[config.mk]
export PLATFORM = sky130hd
export DESIGN_NAME = mini_cpu
export DESIGN_NICKNAME = d
export VERILOG_FILES = /design/src/rtl/cpu_pkg.sv /design/src/rtl/cpu_alu.sv /design/src/rtl/mini_cpu.sv
export SDC_FILE = /design/constraint.sdc
export NUM_CORES = 1
export LEC_CHECK = 0
export CORE_ASPECT_RATIO = 0.8
export CORE_MARGIN = 1
export CORE_UTILIZATION = 45
export DETAILED_ROUTE_END_ITERATION = 8
export PLACE_DENSITY = 0.74
export SKIP_CTS_REPAIR_TIMING = 1
export SYNTH_ARGS = -nofsm -noshare
export SYNTH_HDL_FRONTEND = slang
export SYNTH_HIERARCHICAL = 1
export SYNTH_SLANG_ARGS = --single-unit
export TNS_END_PERCENT = 20
[constraint.sdc]
create_clock -name clk -period 13.6 [get_ports clk]
set_clock_uncertainty 0.05 [all_clocks]
set_input_delay 2.72 -clock clk [delete_from_list [all_inputs] [get_ports clk]]
set_output_delay 2.72 -clock clk [all_outputs]
set_load 0.02 [all_outputs]
[src/rtl/cpu_pkg.sv]
// Shared definitions for the mini_cpu core: opcode encodings, default
// widths and a decode helper. Optional opcodes 0x07-0x09 are enabled by
// the CPU_EXT_OPS_EN macro.
package cpu_pkg;

  localparam int DATA_W_DEF = 8;
  localparam int ADDR_W_DEF = 4;

  typedef logic [7:0] opcode_t;

  localparam opcode_t OP_AND   = 8'h00;
  localparam opcode_t OP_OR    = 8'h01;
  localparam opcode_t OP_ADD   = 8'h02;
  localparam opcode_t OP_SUB   = 8'h03;
  localparam opcode_t OP_LD    = 8'h04;
  localparam opcode_t OP_STORE = 8'h05;
  localparam opcode_t OP_JMP   = 8'h06;
  localparam opcode_t OP_XOR   = 8'h07;
  localparam opcode_t OP_SHL   = 8'h08;
  localparam opcode_t OP_SHR   = 8'h09;

  // True for opcodes that write result and all three flags.
  function automatic logic writes_result(input opcode_t op);
    logic hit;
    hit = (op == OP_AND) || (op == OP_OR) || (op == OP_ADD) ||
          (op == OP_SUB) || (op == OP_LD);
`ifdef CPU_EXT_OPS_EN
    hit = hit || (op == OP_XOR) || (op == OP_SHL) || (op == OP_SHR);
`endif
    return hit;
  endfunction

endpackage

[src/rtl/cpu_alu.sv]
// Combinational ALU for mini_cpu. Produces result and carry/borrow for the
// arithmetic/logic opcodes; other opcodes yield zero. XOR/SHL/SHR exist
// only when CPU_EXT_OPS_EN is defined.
module cpu_alu
  import cpu_pkg::*;
#(
  parameter int DATA_W = DATA_W_DEF
) (
  input  logic [DATA_W-1:0] a,
  input  logic [DATA_W-1:0] b,
  input  opcode_t           op,
  output logic [DATA_W-1:0] y,
  output logic              c
);

  logic [DATA_W:0] sum;
  logic [DATA_W:0] diff;

  // Widened add/subtract so bit DATA_W is carry-out or borrow (A < B).
  always_comb begin
    sum  = {1'b0, a} + {1'b0, b};
    diff = {1'b0, a} - {1'b0, b};
  end

  // Opcode select; defaults keep non-ALU opcodes at zero.
  always_comb begin
    y = '0;
    c = 1'b0;
    case (op)
      OP_AND: y = a & b;
      OP_OR:  y = a | b;
      OP_ADD: begin
        y = sum[DATA_W-1:0];
        c = sum[DATA_W];
      end
      OP_SUB: begin
        y = diff[DATA_W-1:0];
        c = diff[DATA_W];
      end
`ifdef CPU_EXT_OPS_EN
      OP_XOR: y = a ^ b;
      OP_SHL: begin
        y = {a[DATA_W-2:0], 1'b0};
        c = a[DATA_W-1];
      end
      OP_SHR: begin
        y = {1'b0, a[DATA_W-1:1]};
        c = a[0];
      end
`endif
      default: begin
        y = '0;
        c = 1'b0;
      end
    endcase
  end

endmodule

[src/rtl/mini_cpu.sv]
// mini_cpu: single-cycle 8-bit execution core. Decodes one instruction per
// clock, drives registered result/flags, owns a small data memory and an
// internal program counter. Define CPU_EXT_OPS_EN to enable XOR/SHL/SHR.
module mini_cpu
  import cpu_pkg::*;
#(
  parameter int DATA_W = DATA_W_DEF,
  parameter int ADDR_W = ADDR_W_DEF
) (
  input  logic              clk,
  input  logic              reset,
  input  opcode_t           instruction,
  input  logic [DATA_W-1:0] data_in_a,
  input  logic [DATA_W-1:0] data_in_b,
  output logic [DATA_W-1:0] result,
  output logic              zero,
  output logic              carry,
  output logic              negative
);

  localparam int DEPTH = 2 ** ADDR_W;

  logic [DATA_W-1:0] mem [DEPTH];
  logic [DATA_W-1:0] pc;
  logic [ADDR_W-1:0] addr;
  logic [DATA_W-1:0] alu_y;
  logic              alu_c;
  logic [DATA_W-1:0] next_result;
  logic              next_carry;
  logic              upd;

  cpu_alu #(.DATA_W(DATA_W)) u_alu (
    .a  (data_in_a),
    .b  (data_in_b),
    .op (instruction),
    .y  (alu_y),
    .c  (alu_c)
  );

  // Decode: pick memory read for LD, ALU output otherwise; upper address bits alias.
  always_comb begin
    addr        = data_in_a[ADDR_W-1:0];
    upd         = writes_result(instruction);
    next_result = alu_y;
    next_carry  = alu_c;
    if (instruction == OP_LD) begin
      next_result = mem[addr];
      next_carry  = 1'b0;
    end
  end

  // Result and flag registers; hold on STORE, JMP and NOP.
  always_ff @(posedge clk or posedge reset) begin
    if (reset) begin
      result   <= '0;
      zero     <= 1'b1;
      carry    <= 1'b0;
      negative <= 1'b0;
    end else if (upd) begin
      result   <= next_result;
      zero     <= (next_result == '0);
      carry    <= next_carry;
      negative <= next_result[DATA_W-1];
    end
  end

  // Data memory: cleared by reset, so a write coinciding with reset is lost.
  always_ff @(posedge clk or posedge reset) begin
    if (reset) begin
      mem <= '{default: '0};
    end else if (instruction == OP_STORE) begin
      mem[addr] <= data_in_b;
    end
  end

  // Program counter: load on JMP, otherwise increment with natural wrap.
  always_ff @(posedge clk or posedge reset) begin
    if (reset) begin
      pc <= '0;
    end else if (instruction == OP_JMP) begin
      pc <= data_in_a;
    end else begin
      pc <= pc + 1'b1;
    end
  end

endmodule

== After elaboration in Yosys (flattened, before gate mapping) ==
Cells that the tools add are included.
Widths: inputs -> output; s select.
Word-level totals
  logic and storage cells: 49
  bits of input ports: 26
  output and inout bits: 11
  flip-flop bits (word level): 139
Operators by class
  muxes and demuxes: 10
  bitwise operators: 3
  eq/ne operators: 5
  $add $sub $neg: 2
  reductions and logical operators: 7
  magnitude comparators: 2
Operators with widths (count)
  $bwmux 128: 1
  $bmux 8 s4: 1
  $demux 8 s4: 1
  $mux 8: 4
  $pmux 8 s4: 1
  $eq 8x2->1 const B: 2
  $eq 8x3->1 const B: 2
  $logic_not 8->1: 2
  $add 8x8->9: 1
  $sub 8x8->9: 1
  $and 8x8->8: 1
  $eq 8x1->1 const B: 1
  $or 8x8->8: 1
  $ge 5x5->1 const B: 1
  $lt 5x1->1 const B: 1
  $not 4->5: 1
  $logic_or 1x1->1: 4
  $pmux 1 s2: 1
  $logic_and 1x1->1: 1
  $mux 1: 1

== Depth between registers and ports, before layout ==
  depth in word-level cells: 6
  mapped depth: 13

== Modules after synthesis ==
Netlist, hierarchy kept.
By module, submodules not included
  mini_cpu: cells an instance 424, area each 6478.7 µm², times used 1, seq. area each 3454.6 µm²
  cpu_alu: cells an instance 141, area each 1008.5 µm², times used 1, seq. area each 0.0 µm²

== Worst setup path before layout ==
Ideal clock, no wire load.
  kind: input to register
  from: in data_in_a[0]
  to: reg zero
  slack: 8562 ps
  data required time: 13453 ps
  stages on the path: 13
  buffers on the path: 0
  setup time: 97 ps
  data arrival time: 4890 ps
  cells stage by stage: inv_1 -> ha_1 -> inv_1 -> fa_1 -> nor2b_1 -> o211ai_2 -> a211oi_1 -> a211oi_2 -> xnor2_1 -> o21ai_1 -> or3_1 -> o211a_1 -> o41ai_2
On the way
  elaborated cells on any way between the ends: 11
RTL lines
  start, declared: RTL line mini_cpu.sv:13  | input logic [DATA_W-1:0] data_in_a,
  $sub 8x8->9 or $add 8x8->9 (tied branches): RTL line cpu_alu.sv:22, cpu_alu.sv:21
  $pmux 8 s4 (*): RTL line cpu_alu.sv:29  | case (op)
  via alu_y[6]: RTL line mini_cpu.sv:26  | logic [DATA_W-1:0] alu_y;
  $mux 8 (*): RTL line mini_cpu.sv:46  | if (instruction == OP_LD) begin
  $logic_not 8->1 (*): RTL line mini_cpu.sv:61  | zero <= (next_result == '0);
  end signal, assigned: RTL line mini_cpu.sv:61
  end, declared: RTL line mini_cpu.sv:16  | output logic zero,
The timed path passes the listed nets; every way through them passes the cells marked *. The select of a mux whose other input is x is not followed.
A chain may end at the register's enable or synchronous reset.

== Worst setup path after layout ==
  from: in data_in_b[1]
  to: reg zero
On the way
  longest elaborated chain between the ends: 4
  elaborated cells on any way between the ends: 7
RTL lines
  start, declared: RTL line mini_cpu.sv:14  | input logic [DATA_W-1:0] data_in_b,
  $sub 8x8->9 or $add 8x8->9 (tied branches): RTL line cpu_alu.sv:22, cpu_alu.sv:21
  $pmux 8 s4 (*): RTL line cpu_alu.sv:29
  via alu_y[7]: RTL line mini_cpu.sv:26
  $mux 8 (*): RTL line mini_cpu.sv:46
  $logic_not 8->1 (*): RTL line mini_cpu.sv:61
The timed path passes the listed nets; every way through them passes the cells marked *.

==> impl_metrics.yaml <==
routing:
  wl_per_cell_um: 21.51
  vias: 4845
  wl_um: 17660
  vias_per_cell: 5.901
  drtIter0Drc: 345
  post-route-drc-count: 0
  antenna_left: 0
  drt_pass1_iterations: 5
timing:
  tightestPinTransition_ps: 1035
  hold_ws_ps: 436.1
  hold_viol_final: 0
  post-route-period-util_pct: 43.45
  max_freq_ghz: 0.1692
  tns_ps: 0
  period_needed_ps: 5909
  rsz0062_at_grt: "no"
  setup_viol: 0
  relSlewSlack_pct: 30.79
  drv_slew: 0
finish:
  fin_nets: 645
  final_common_cell: "dfrtp_1"
  fin_util_pct: 53.87
  num-fill-cells: 1310
  layout_common_cells: "dfrtp_1 (137), mux2_1 (77), mux2_2 (55)"
  syn_to_final_growth_pct: 15.16
  drive_above_1_share_pct: 24.75
  multi_input_area_um2: 3784
  antenna_cells: 0
  fin_cells: 821
  regArea_um2: 3455
  finalInstanceArea_um2: 8622
die:
  core-area_um2: 16010
  ios: 37
  die_area_um2: 17160
  die_x_um: 146.2
  rows: 41
  die-height_um: 117.4
  start_util_pct: 46.78
worst_setup_path:
  start_kind: "input pin"
  critPathMaxFanout: 19
  crit_required_ps: 13880
  cp-end-kind: "register"
  reg2reg_to: "zero$_DFFE_PP1P_"
  r2r_slack_ps: 11250
  path_class: "in2reg"
  r2r_cells: 5
  worst_ep_arrival_time_ps: 6190
  reg2reg_from: "mem[101]$_DFFE_PP0P_"
placed_design:
  place_congestion: 0.9293
  dpl-instance-area_um2: 7988
  portBuffers: 36
  hpwl_um: 11790
  dp.cells: 789
clock_tree:
  insertion_delay_ps: 420
  ctsHtreeMaxLevel: 4
  cts_tree: "done"
  cts_buffer_depth: 2
  clk_pin_slew_worst_paths_ps: 70
  cts_sinks: 138
  cts_inserted_buffers: 17
  root_buffer: "clkbuf_16"
logic_synthesis:
  synth.area.top_cells: "dfrtp_1 (46%), mux2_1 (12%), mux4_2 (11%)"
  ys_seq_area_share_pct: 46.14
  syn_inst: 565
  synth_edf_count: 0
  ys_ff_latch: 138
  synth_ff_type: "dfrtp_1"
  netlist_area_um2: 7487
  synth_nets: 617
  synth_largest_area_cell: "dfrtp_1"
  ys_types: 60
  avgSynthCellArea_um2: 13.25
  yosysWarningCount: 6
  synth_top_area_share_pct: 45.79
  async_flop_share_pct: 100.0
power_and_ir_drop:
  powerDensity_nw_per_um2: 119.7
  ir_drop_mv: 0.07359
  p_leak_nw: 4.160
global_route:
  grt_pass1_wl_um: 28900
  antenna_found_initial: 0
  grt_pass1_vias: 5211
  grt_use_total_pct: 22.22
  grt_max_degree: 79
  grt-ovfl-total: 0
min_path:
  min_from: "mem[78]$_DFFE_PP0P_"
  min_to: "mem[78]$_DFFE_PP0P_"
  hold_depth: 1
  holdCritPathClass: "reg2reg"
status:
  status: "completed"
run:
  maxCapViolCount: 0
==> registers in the layout (all words and copies together) (netlist names) <==
name and flops:
zero 1, mem 128, result 8, carry 1
==> how the worst max path moves through the flow <==
stage | start | to | slack, ps | depth (start not counted)
finish | data_in_b[1] | zero$_DFFE_PP1P_ | 7690 | 12
detailed placement | data_in_b[1] | zero$_DFFE_PP1P_ | 7290 | 12
global placement | data_in_a[2] | zero$_DFFE_PP1P_ | 7310 | 12
CTS | data_in_b[1] | zero$_DFFE_PP1P_ | 7740 | 12
floorplan | reset | carry$_DFFE_PP0P_ | 7140 | 1
global route | data_in_a[2] | zero$_DFFE_PP1P_ | 7480 | 12
==> power breakdown <==
group          switching [mW]  internal, mW
Clock                   0.191         0.304
Sequential            0.00525         0.421
Combinational          0.0649        0.0461
==> synth_stat cells, types with 6 or more instances <==
master	count
dfrtp_1	137
o211ai_1	9
clkbuf_1	16
buf_2	11
nand2b_1	6
o21ai_1	7
nor2_1	28
xnor2_1	6
mux2_2	55
a21oi_1	18
mux4_2	36
mux2i_1	13
inv_1	24
nor3_1	7
nand2_1	21
ha_1	24
mux2_1	77
a211oi_1	6
==> cells by family (layout without fill, tap and decap cells) <==
kind of cell	count (synthesis)	after routing	synth area share, %
compound gates	66	66	6.133
xor+xnor	7	7	0.8189
fa+ha+maj	26	26	4.546
buf+inv	57	98	3.326
flops	138	138	46.14
mux	181	181	32.42
simple gates	90	90	6.618
==> metrics by stage <==
step	setup WS [ps]	total power [mW]
floorplan	7135	0.5026
global placement	7308	0.5422
detailed placement	7294	0.5442
CTS	7739	1.036
global route	7482	1.066
finish	7691	1.032
==> metal layers <==
| layer | GRT usage (%) | part of all wire (%) | up-vias |
|---|---|---|---|
| li1 | - | - | 2147 |
| met2 | 33.93 | 46 | 150 |
| met1 | 31.36 | 47 | 2522 |
| met5 | 0 | 0 | - |
| met3 | 4.669 | 5.0 | 26 |
| met4 | 7.943 | 1.8 | 0 |
==> worst max-delay path: stages <==
cell and delay [ps]:
clkdlybuf4s50_1 940, inv_1 240, ha_1 370, o21bai_1 180
a21oi_1 110, o31ai_1 410, o211ai_2 160, xnor2_1 170
o21ai_1 110, or3_1 370, o211a_1 130, o41ai_2 260
==> layout make-up <==
class	count	share of cell area, %
clock buffers	19	5.253
clock inverters	13	2.104
inverters	26	1.219
multi-input cells	370	43.88
flip-flops and latches	138	40.07
well taps	215	3.120
repair buffers	40	4.354
No activity file was read; power rests on OpenSTA's default activity.
